## src/rtl/serial_addsub.sv

```systemverilog
// serial_addsub: multi-cycle adder/subtractor, DIGIT bits per clock.
//   clk, rst          rising-edge clock, synchronous active-high reset
//   start             request, sampled only while not busy (IDLE or DONE)
//   sub               0: a+b+cin, 1: a-b-cin (cin is borrow-in)
//   a, b, cin         operands, latched on an accepted start
//   busy              operation in progress (RUN)
//   done              one-cycle pulse, result registers just updated
//   sum, cout         registered result and raw carry out of the MSB
//   ov_sgn, zero      two's-complement overflow, sum == 0
module serial_addsub #(
   parameter int WIDTH = 8,
   parameter int DIGIT = 2
) (
   input  logic             clk,
   input  logic             rst,
   input  logic             start,
   input  logic             sub,
   input  logic [WIDTH-1:0] a,
   input  logic [WIDTH-1:0] b,
   input  logic             cin,
   output logic             busy,
   output logic             done,
   output logic [WIDTH-1:0] sum,
   output logic             cout,
   output logic             ov_sgn,
   output logic             zero
);
   localparam int N  = WIDTH / DIGIT;
   localparam int CW = (N > 1) ? $clog2(N) : 1;

   typedef enum logic [1:0] {IDLE, RUN, DONE} state_t;

   state_t           state_q;
   logic [WIDTH-1:0] a_q, b_q, acc_q, sum_q;
   logic             sub_q, carry_q;
   logic [CW-1:0]    cnt_q;
   logic             busy_q, done_q, cout_q, ov_q, zero_q;

   logic [DIGIT-1:0] da, db;
   logic [DIGIT:0]   dsum;
   logic [WIDTH-1:0] acc_d;
   logic             carry_d, msb_cin, last;

   always_comb begin
      da      = a_q[DIGIT-1:0];
      db      = b_q[DIGIT-1:0] ^ {DIGIT{sub_q}};
      dsum    = {1'b0, da} + {1'b0, db} + {{DIGIT{1'b0}}, carry_q};
      // new digit enters at the MSB end; after N digits the word is aligned
      acc_d   = WIDTH'({dsum[DIGIT-1:0], acc_q} >> DIGIT);
      carry_d = dsum[DIGIT];
      // carry into the top bit of this digit, recovered from its sum bit
      msb_cin = da[DIGIT-1] ^ db[DIGIT-1] ^ dsum[DIGIT-1];
      last    = (cnt_q == CW'(N - 1));
   end

   always_ff @(posedge clk) begin
      if (rst) begin
         state_q <= IDLE;
         a_q     <= '0;
         b_q     <= '0;
         acc_q   <= '0;
         sub_q   <= 1'b0;
         carry_q <= 1'b0;
         cnt_q   <= '0;
         busy_q  <= 1'b0;
         done_q  <= 1'b0;
         sum_q   <= '0;
         cout_q  <= 1'b0;
         ov_q    <= 1'b0;
         zero_q  <= 1'b0;
      end else begin
         case (state_q)
            IDLE, DONE: begin
               done_q <= 1'b0;
               if (start) begin
                  a_q     <= a;
                  b_q     <= b;
                  sub_q   <= sub;
                  // subtract is a + ~b + 1 - borrow_in
                  carry_q <= cin ^ sub;
                  acc_q   <= '0;
                  cnt_q   <= '0;
                  busy_q  <= 1'b1;
                  state_q <= RUN;
               end else begin
                  state_q <= IDLE;
               end
            end
            RUN: begin
               acc_q   <= acc_d;
               carry_q <= carry_d;
               a_q     <= a_q >> DIGIT;
               b_q     <= b_q >> DIGIT;
               cnt_q   <= cnt_q + CW'(1);
               if (last) begin
                  sum_q   <= acc_d;
                  cout_q  <= carry_d;
                  ov_q    <= msb_cin ^ carry_d;
                  zero_q  <= (acc_d == '0);
                  busy_q  <= 1'b0;
                  done_q  <= 1'b1;
                  state_q <= DONE;
               end
            end
            default: begin
               busy_q  <= 1'b0;
               done_q  <= 1'b0;
               state_q <= IDLE;
            end
         endcase
      end
   end

   assign busy   = busy_q;
   assign done   = done_q;
   assign sum    = sum_q;
   assign cout   = cout_q;
   assign ov_sgn = ov_q;
   assign zero   = zero_q;
endmodule

```

## config.mk

```make
export PLATFORM = sky130hd
export DESIGN_NAME = serial_addsub
export DESIGN_NICKNAME = d
export VERILOG_FILES = /design/src/rtl/serial_addsub.sv
export SDC_FILE = /design/constraint.sdc
export NUM_CORES = 1
export LEC_CHECK = 0
export CAP_MARGIN = 20
export CORE_UTILIZATION = 50
export DETAILED_ROUTE_END_ITERATION = 6
export GPL_TIMING_DRIVEN = 0
export PLACE_DENSITY = 0.81
export SLEW_MARGIN = 10
export SYNTH_ARGS = -nofsm -noshare
export SYNTH_HDL_FRONTEND = slang
export SYNTH_SLANG_ARGS = --single-unit
```

## constraint.sdc

```tcl
create_clock -name clk -period 2.8 [get_ports clk]
set_clock_uncertainty 0.05 [all_clocks]
set_input_delay 0.42 -clock clk [delete_from_list [all_inputs] [get_ports clk]]
set_output_delay 0.42 -clock clk [all_outputs]
set_load 0.005 [all_outputs]
```

# --- Word level (Yosys, flattened, before mapping) ---
# Index checks and enable logic that the tools add are counted.
totals:
  out_inout_bits: 13
  word_cells: 52
  ff_bits: 43
  inputBits: 21
op_classes:
  eq_ne: 5
  muxes: 16
  reduce_logical: 9
  bitwise_logic: 6
  n_addsub: 3
ops:
  columns: ["op", "count"]
  rows:
  - ["8-bit one-hot mux with 2 select lines", 3]
  - ["8-bit two-way mux", 3]
  - ["8-bit zero test", 1]
  - ["2-bit one-hot mux with 2 select lines", 2]
  - ["2-bit AND reduction", 4]
  - ["2-bit == test (second input constant)", 2]
  - ["1-bit two-way mux", 4]
  - ["2-bit two-way mux", 2]
  - ["2-bit inequality test (second input constant)", 2]
  - ["1-bit one-hot mux with 2 select lines", 2]
  - ["2-bit OR reduction", 2]
  - ["1-bit XOR", 4]
  - ["2-bit by 2-bit adder with 3-bit output", 1]
  - ["3-bit by 1-bit adder with 3-bit output", 1]
  - ["2-bit by 1-bit adder with 2-bit output (second input constant)", 1]
  - ["2-bit by 1-bit == test with 1-bit output (second input constant)", 1]
  - ["2-bit zero test", 1]
  - ["2-bit nonzero test", 1]
  - ["2-bit XOR", 1]
  - ["1-bit NOT", 1]

# --- Depth between registers and ports, before layout ---
# Gate-level depths: netlist of run 1.
depth:
  ltp_word: 5
  depth_mapped: 6
  mapped_depth_nobuf: 6

# --- Worst setup path before layout of run 1 ---
# Ideal clock, no wire load.
synth_path:
  path_kind: "reg-to-reg"
  from: "register sub_q"
  to: "register ov_q, in the netlist ov_sgn"
  t_arrival_ns: 1.856
  path_buffers: 0
  stages_incl_launch_ff: 7
  period_less_slack_ns: 2.007
  setup_slack_ns: 0.793
  setup_time_ns: 0.101
  t_required_ns: 2.649
  path_cell_list: "dfxtp_1 xor2_1 fa_1 fa_1 xor2_1 and2_1 o41ai_1"
synth_between:
  elab_chain_cells: 5
  word_cells_on_any_way: 6
  cone_classes: "2 x add/sub; 4 x bitwise"
synth_lines:
  columns: ["item", "line_no", "text"]
  rows:
  - ["start: declaration", "35", "logic sub_q, carry_q;"]
  - ["start signal: assignment", "78", "sub_q <= sub;"]
  - ["2-bit XOR", "46", "db = b_q[DIGIT-1:0] ^ {DIGIT{sub_q}};"]
  - ["2-bit by 2-bit adder with 3-bit output", "47", "dsum = {1'b0, da} + {1'b0, db} + {{DIGIT{1'b0}}, carry_q};"]
  - ["3-bit by 1-bit adder with 3-bit output", "47", null]
  - ["named net dsum[1]", "40", "logic [DIGIT:0] dsum;"]
  - ["1-bit XOR", "52", "msb_cin = da[DIGIT-1] ^ db[DIGIT-1] ^ dsum[DIGIT-1];"]
  - ["1-bit XOR", "98", "ov_q <= msb_cin ^ carry_d;"]
  - ["end signal: assignment", "98", null]
  - ["end: declaration", "37", "logic busy_q, done_q, cout_q, ov_q, zero_q;"]
# The timed path passes the listed nets, and every way through them passes these cells.
# A chain may end at the register's enable or synchronous reset.

# --- Final worst setup path of run 1 ---
# Same ends and word-level chain as after synthesis.

==> flow_metrics.env, run 1 <==
export IMPL_syn_avg_cell_area_um2=8.64
export IMPL_routed_wl_um=3590
export IMPL_slew_headroom_pct=66.3
export IMPL_critical_path_class="register to register"
export IMPL_ios=34
export IMPL_vias_per_cell=5.28
export IMPL_worst_slew_pin_slew_ns=0.505
export IMPL_clk_latency_ns=0.35
export IMPL_grt_max_degree=13
export IMPL_netlist_area_um2=1690
export IMPL_grt_overflow=0
export IMPL_core_um2=3130
export IMPL_cts_sinks=41
export IMPL_arrival_ns=2.44
export IMPL_cp_slowest_stage_delay_ns=0.59
export IMPL_nNetsFinal=259
export IMPL_clkTransAtPathRegs_ns=0.11
export IMPL_syn_nets=220
export IMPL_vias=1473
export IMPL_finalHoldViolCount=0
export IMPL_maxCapViolations=0
export IMPL_grt_setup_unrepaired="false"
export IMPL_io_buffers=32
export IMPL_gp_congestion=0.797
export IMPL_dp_worst_setup_slack_ns=0.577
export IMPL_critical_path_required_ns=2.99
export IMPL_initial_core_util_pct=53.9
export IMPL_fin_tns_setup_ns=0
export IMPL_cts_setup_buffers=0
export IMPL_drive_above_1_share_pct=8.51
export IMPL_rr_worst_depth=6
export IMPL_diodes=0
export IMPL_start_kind="register"
export IMPL_clockBufferDepth=2
export IMPL_holdPathStages=2
export IMPL_die_w_um=60.1
export IMPL_dpl_hpwl_um=2590
export IMPL_cts_hold_buf=0
export IMPL_fill_cells=272
export IMPL_min_period_over_period_pct=80.4
export IMPL_fmax_mhz=444
export IMPL_yosysSeqAreaShare_pct=48.7
export IMPL_cts_root_buf="clkbuf_4"
export IMPL_multiInputGateArea_um2=759
export IMPL_crit_path_max_fanout=4
export IMPL_register_area_um2=821
export IMPL_dieArea_um2=3610
export IMPL_reg2reg_slack_ns=0.55
export IMPL_min_path_type="input port to register"
export IMPL_cts_htree_levels=2
export IMPL_min_period_ns=2.25
export IMPL_grt_util_all_layers_pct=23.4
export IMPL_core_rowCount=20
export IMPL_yosys_warnings=0
export IMPL_critPathTopFamily="adder cells"
export IMPL_cts_resized_gates=0
export IMPL_cp_end_kind="register"
export IMPL_layout_commonest_cell="dfxtp_1"
export IMPL_slew_viol_final=0
export IMPL_path_buf_inv=0
export IMPL_power_density_nw_per_um2=530
export IMPL_numCtsBuffers=5
export IMPL_setup_viol=0
export IMPL_crit_chain="xor2_1 > fa_1 > fa_1 > xor2_1 > nor2_1 > o41ai_1"
export IMPL_synth_cell_types=24
export IMPL_final_setup_worst_slack_ns=0.550
export IMPL_die_height_um=60.1
export IMPL_leakage_nw=0.770
export IMPL_antenna_found_initial=0
export IMPL_path_depth=6
export IMPL_netlist_instances=195
export IMPL_postRouteAntennaNets=0
export IMPL_synth_seq_cells=41
export IMPL_status="completed"
export IMPL_wire_per_inst_um=12.9
export IMPL_peakVddDrop_mv=0.321
export IMPL_most_common_layout_cells="41 x dfxtp_1, 37 x a21oi_1, 33 x nand2_1"
export IMPL_dr_pass1_iters=4
export IMPL_grt_pass1_vias=1362
export IMPL_drc=0
export IMPL_crit_slowest_cell="fa_1"
export IMPL_cts_tree="done"
export IMPL_drt_iter0_drc=75
export IMPL_area_growth_pct=26.4
export IMPL_grt_pass1_wl_um=6150
-- synth_stat cells --
master / n / area (um2)
o21bai_1: 1 / 7.51
a22oi_1: 13 / 97.6
o21a_1: 1 / 7.51
buf_4: 3 / 22.5
and2b_1: 1 / 7.51
nand3b_1: 2 / 15.0
o41ai_1: 1 / 8.76
nand2_1: 33 / 124
and3b_1: 1 / 8.76
fa_1: 2 / 40.0
nor2_1: 5 / 18.8
ha_1: 2 / 25.0
nor3_1: 1 / 5.00
xor2_1: 4 / 35.0
a21oi_1: 37 / 185
nand3_1: 26 / 130
buf_6: 3 / 33.8
nor4_1: 2 / 12.5
buf_2: 6 / 30.0
and2_1: 1 / 6.26
nand2b_1: 3 / 18.8
clkbuf_1: 5 / 18.8
nor2b_1: 1 / 6.26
dfxtp_1: 41 / 821
-- state kept, by name, summed over array words and instances, names as in the netlist --
name     flops
sum          8
a_q          8
cout         1
acc_q        6
done         1
b_q          8
busy         1
cnt_q        2
state_q      2
sub_q        1
ov_sgn       1
carry_q      1
zero         1
-- metal layers --
metal,routed length (um),GRT usage [%],vias up,share of wire [%]
li1,-,-,753,-
met1,1510,27.7,664,42
met2,1850,40.3,50,51
met3,202,6.28,6,5.6
met4,32,8.97,0,0.89
met5,0,0,-,0
-- path summary, 6_finish.rpt --
path,startpoint,end
max,sub_q,ov_sgn
min,rst,ov_sgn
max reg2reg,sub_q,ov_sgn
min reg2reg,sum[2],sum[2]
-- cell families (layout without fill, tap and decap cells) --
group                    count (synthesis)  after routing  synth area share (%)
buffers and inverters                   17             57                  6.24
AO/OA/AOI/OAI                           53             53                  18.2
XOR/XNOR                                 4              4                  2.08
flip-flops                              41             41                  48.7
AND/OR/NAND/NOR                         76             76                  20.9
adder cells (fa/ha/maj)                  4              4                  3.86
-- worst reg2reg max path, stage by stage, from the launching register on --
cell     delay (ns)
dfxtp_1        0.35
xor2_1         0.16
fa_1           0.40
fa_1           0.59
xor2_1         0.20
nor2_1         0.06
o41ai_1        0.33
-- metrics by stage --
stage	std cells	utilization, %	power [W]	hold WS, ns	area, um2
floorplan	195	-	0.000747	0.395	1690
global placement	271	65.9	0.000806	0.392	2060
detailed placement	271	65.9	0.000811	0.396	2060
CTS	279	68.1	0.00114	0.361	2130
global route	279	68.1	0.00119	0.383	2130
finish	279	68.1	0.00113	0.352	2130
-- area by class of cell --
class,count,area share [%]
tap,44,2.58
multi-input combinational,137,35.6
clock inverter,1,0.235
sequential,41,38.5
buffer,17,4.93
timing repair buffer,32,15.0
clock buffer,7,3.05
-- report_power, final --
part	switching [W]	internal [W]	total, W
Combinational	0.0000892	0.0000823	0.000172
Clock	0.000188	0.000146	0.000333
Sequential	0.0000174	0.000608	0.000625
Power figures use the tool's default switching activity.
==> run 2: changes to the inputs <==
- clock period: 2.8 -> 2.28 ns (I/O delays scaled with it)
==> flow_metrics.env, run 2 (same netlist as run 1, synthesis figures left out) <==
export IMPL_dp_cells=271
export IMPL_most_common_layout_cells="41 x dfxtp_1, 37 x a21oi_1, 33 x nand2_1"
export IMPL_r2r_start="sub_q"
export IMPL_fmax_mhz=467
export IMPL_routed_wl_um=3620
export IMPL_crit_slowest_cell="fa_2"
export IMPL_io_buffers=32
export IMPL_leakage_nw=0.778
export IMPL_vias_per_cell=5.25
export IMPL_clk_latency_ns=0.35
export IMPL_diodes=0
export IMPL_crit_path_max_fanout=3
export IMPL_dr_pass1_iters=4
export IMPL_final_cell_area_um2=2160
export IMPL_critical_path_required_ns=2.49
export IMPL_worst_slew_pin_slew_ns=0.497
export IMPL_cts_sinks=41
export IMPL_antenna_found_initial=0
export IMPL_status="completed"
export IMPL_reg2reg_slack_ns=0.14
export IMPL_holdPathStages=2
export IMPL_dieArea_um2=3610
export IMPL_grt_setup_unrepaired="false"
export IMPL_area_growth_pct=28.1
export IMPL_power_density_nw_per_um2=655
export IMPL_layoutNonFillerInstCount=280
export IMPL_finish_utilization_pct=69.0
export IMPL_cts_root_buf="clkbuf_4"
export IMPL_cts_tree="done"
export IMPL_die_w_um=60.1
export IMPL_crit_end="ov_sgn"
export IMPL_slew_headroom_pct=66.9
export IMPL_numCtsBuffers=5
export IMPL_grt_pass1_wl_um=6150
export IMPL_drc=0
export IMPL_finalHoldViolCount=0
export IMPL_clockBufferDepth=2
export IMPL_grt_max_degree=13
export IMPL_maxCapViolations=0
export IMPL_postRouteAntennaNets=0
export IMPL_gp_congestion=0.797
export IMPL_fin_tns_setup_ns=0
export IMPL_cp_end_kind="register"
export IMPL_start_kind="register"
export IMPL_core_rowCount=20
export IMPL_layout_commonest_cell="dfxtp_1"
export IMPL_setup_viol=0
export IMPL_cp_slowest_stage_delay_ns=0.63
export IMPL_core_um2=3130
export IMPL_peakVddDrop_mv=0.403
export IMPL_clkTransAtPathRegs_ns=0.12
export IMPL_nNetsFinal=260
export IMPL_cts_htree_levels=2
export IMPL_crit_top_cell="fa_2"
export IMPL_grt_util_all_layers_pct=23.4
export IMPL_arrival_ns=2.35
export IMPL_slew_viol_final=0
export IMPL_dpl_hpwl_um=2590
export IMPL_grt_overflow=0
export IMPL_crit_chain="xor2_1 > fa_2 > fa_2 > xor2_2 > nor2_1 > o41ai_2"
export IMPL_placed_area_um2=2060
export IMPL_grt_pass1_vias=1362
export IMPL_ios=34
export IMPL_rr_worst_depth=6
export IMPL_drt_iter0_drc=66
export IMPL_wire_per_inst_um=12.9
export IMPL_die_height_um=60.1
export IMPL_cp_startpoint="sub_q"
export IMPL_vias=1471
export IMPL_min_period_ns=2.14
export IMPL_min_period_over_period_pct=93.9
export IMPL_initial_core_util_pct=53.9
export IMPL_critical_path_class="register to register"
export IMPL_drive_above_1_share_pct=10.6
export IMPL_min_path_type="input port to register"
export IMPL_r2r_end="ov_sgn"
-- run 2: cell count changes in the layout (fill, tap and decap cells not counted) --
cell,delta
buf_4,+1
fa_1,-2
fa_2,+2
o41ai_1,-1
o41ai_2,+1
xor2_1,-1
xor2_2,+1
-- run 2: routing by layer --
layer	global-route usage (%)	vias to the layer above	routed length [um]
li1	-	756	-
met1	27.7	662	1570
met2	40.3	44	1830
met3	6.28	9	166
met4	8.97	0	51
met5	0	-	0
-- run 2: repair_timing --
| action | 4_1_cts | 5_1_grt |
|---|---|---|
| endpoints found under the setup margin | 0 | 1 |
| setup buffers | 0 | 1 |
| hold buffers | 0 | 0 |
| resized for setup | 0 | 4 |
-- run 2: where the power goes --
part	total [W]	switching (W)	internal, W
Clock	0.000416	0.000237	0.000179
Combinational	0.000229	0.000117	0.000112
Sequential	0.000768	0.0000216	0.000747
-- run 2: how the worst min path moves through the flow --
stage          startpoint     end  slack [ns]
6_report              rst  ov_sgn        0.29
2_1_floorplan    acc_q[3]  sum[1]        0.40
3_3_place_gp       sum[5]  sum[5]        0.39
5_1_grt               rst  ov_sgn        0.30
4_1_cts               rst  ov_sgn        0.28
3_5_place_dp       sum[2]  sum[2]        0.40
-- run 2: final cells by class --
class	instances	area [um2]
Buffer	17	105
Clock buffer	7	65.1
Clock inverter	1	5.00
Timing Repair Buffer	33	328
Multi-Input combinational cell	137	779
Sequential cell	41	821
Tap cell	44	55.1
Fill cell	263	970
-- run 2: stage by stage --
step	setup WS (ns)	hold WS, ns	total power (W)
4_1_cts	0.0241	0.283	0.00139
2_1_floorplan	0.273	0.395	0.000918
3_3_place_gp	0.135	0.392	0.000990
3_5_place_dp	0.0567	0.396	0.000996
6_report	0.139	0.289	0.00141
5_1_grt	0.0312	0.304	0.00148
-- run 2: worst max-delay path, delay by kind of cell, from the launching register on --
family          cells  cell delay (ns)
compound gates      1             0.27
simple gates        1             0.06
flops               1             0.35
xor+xnor            2             0.31
fa+ha+maj           2             0.99
==> run 3: changes to the inputs <==
- GPL_ROUTABILITY_DRIVEN: unset -> 0
==> results of run 3 <==
Same layout as run 2: the final DEF is identical, and so are final timing and power.
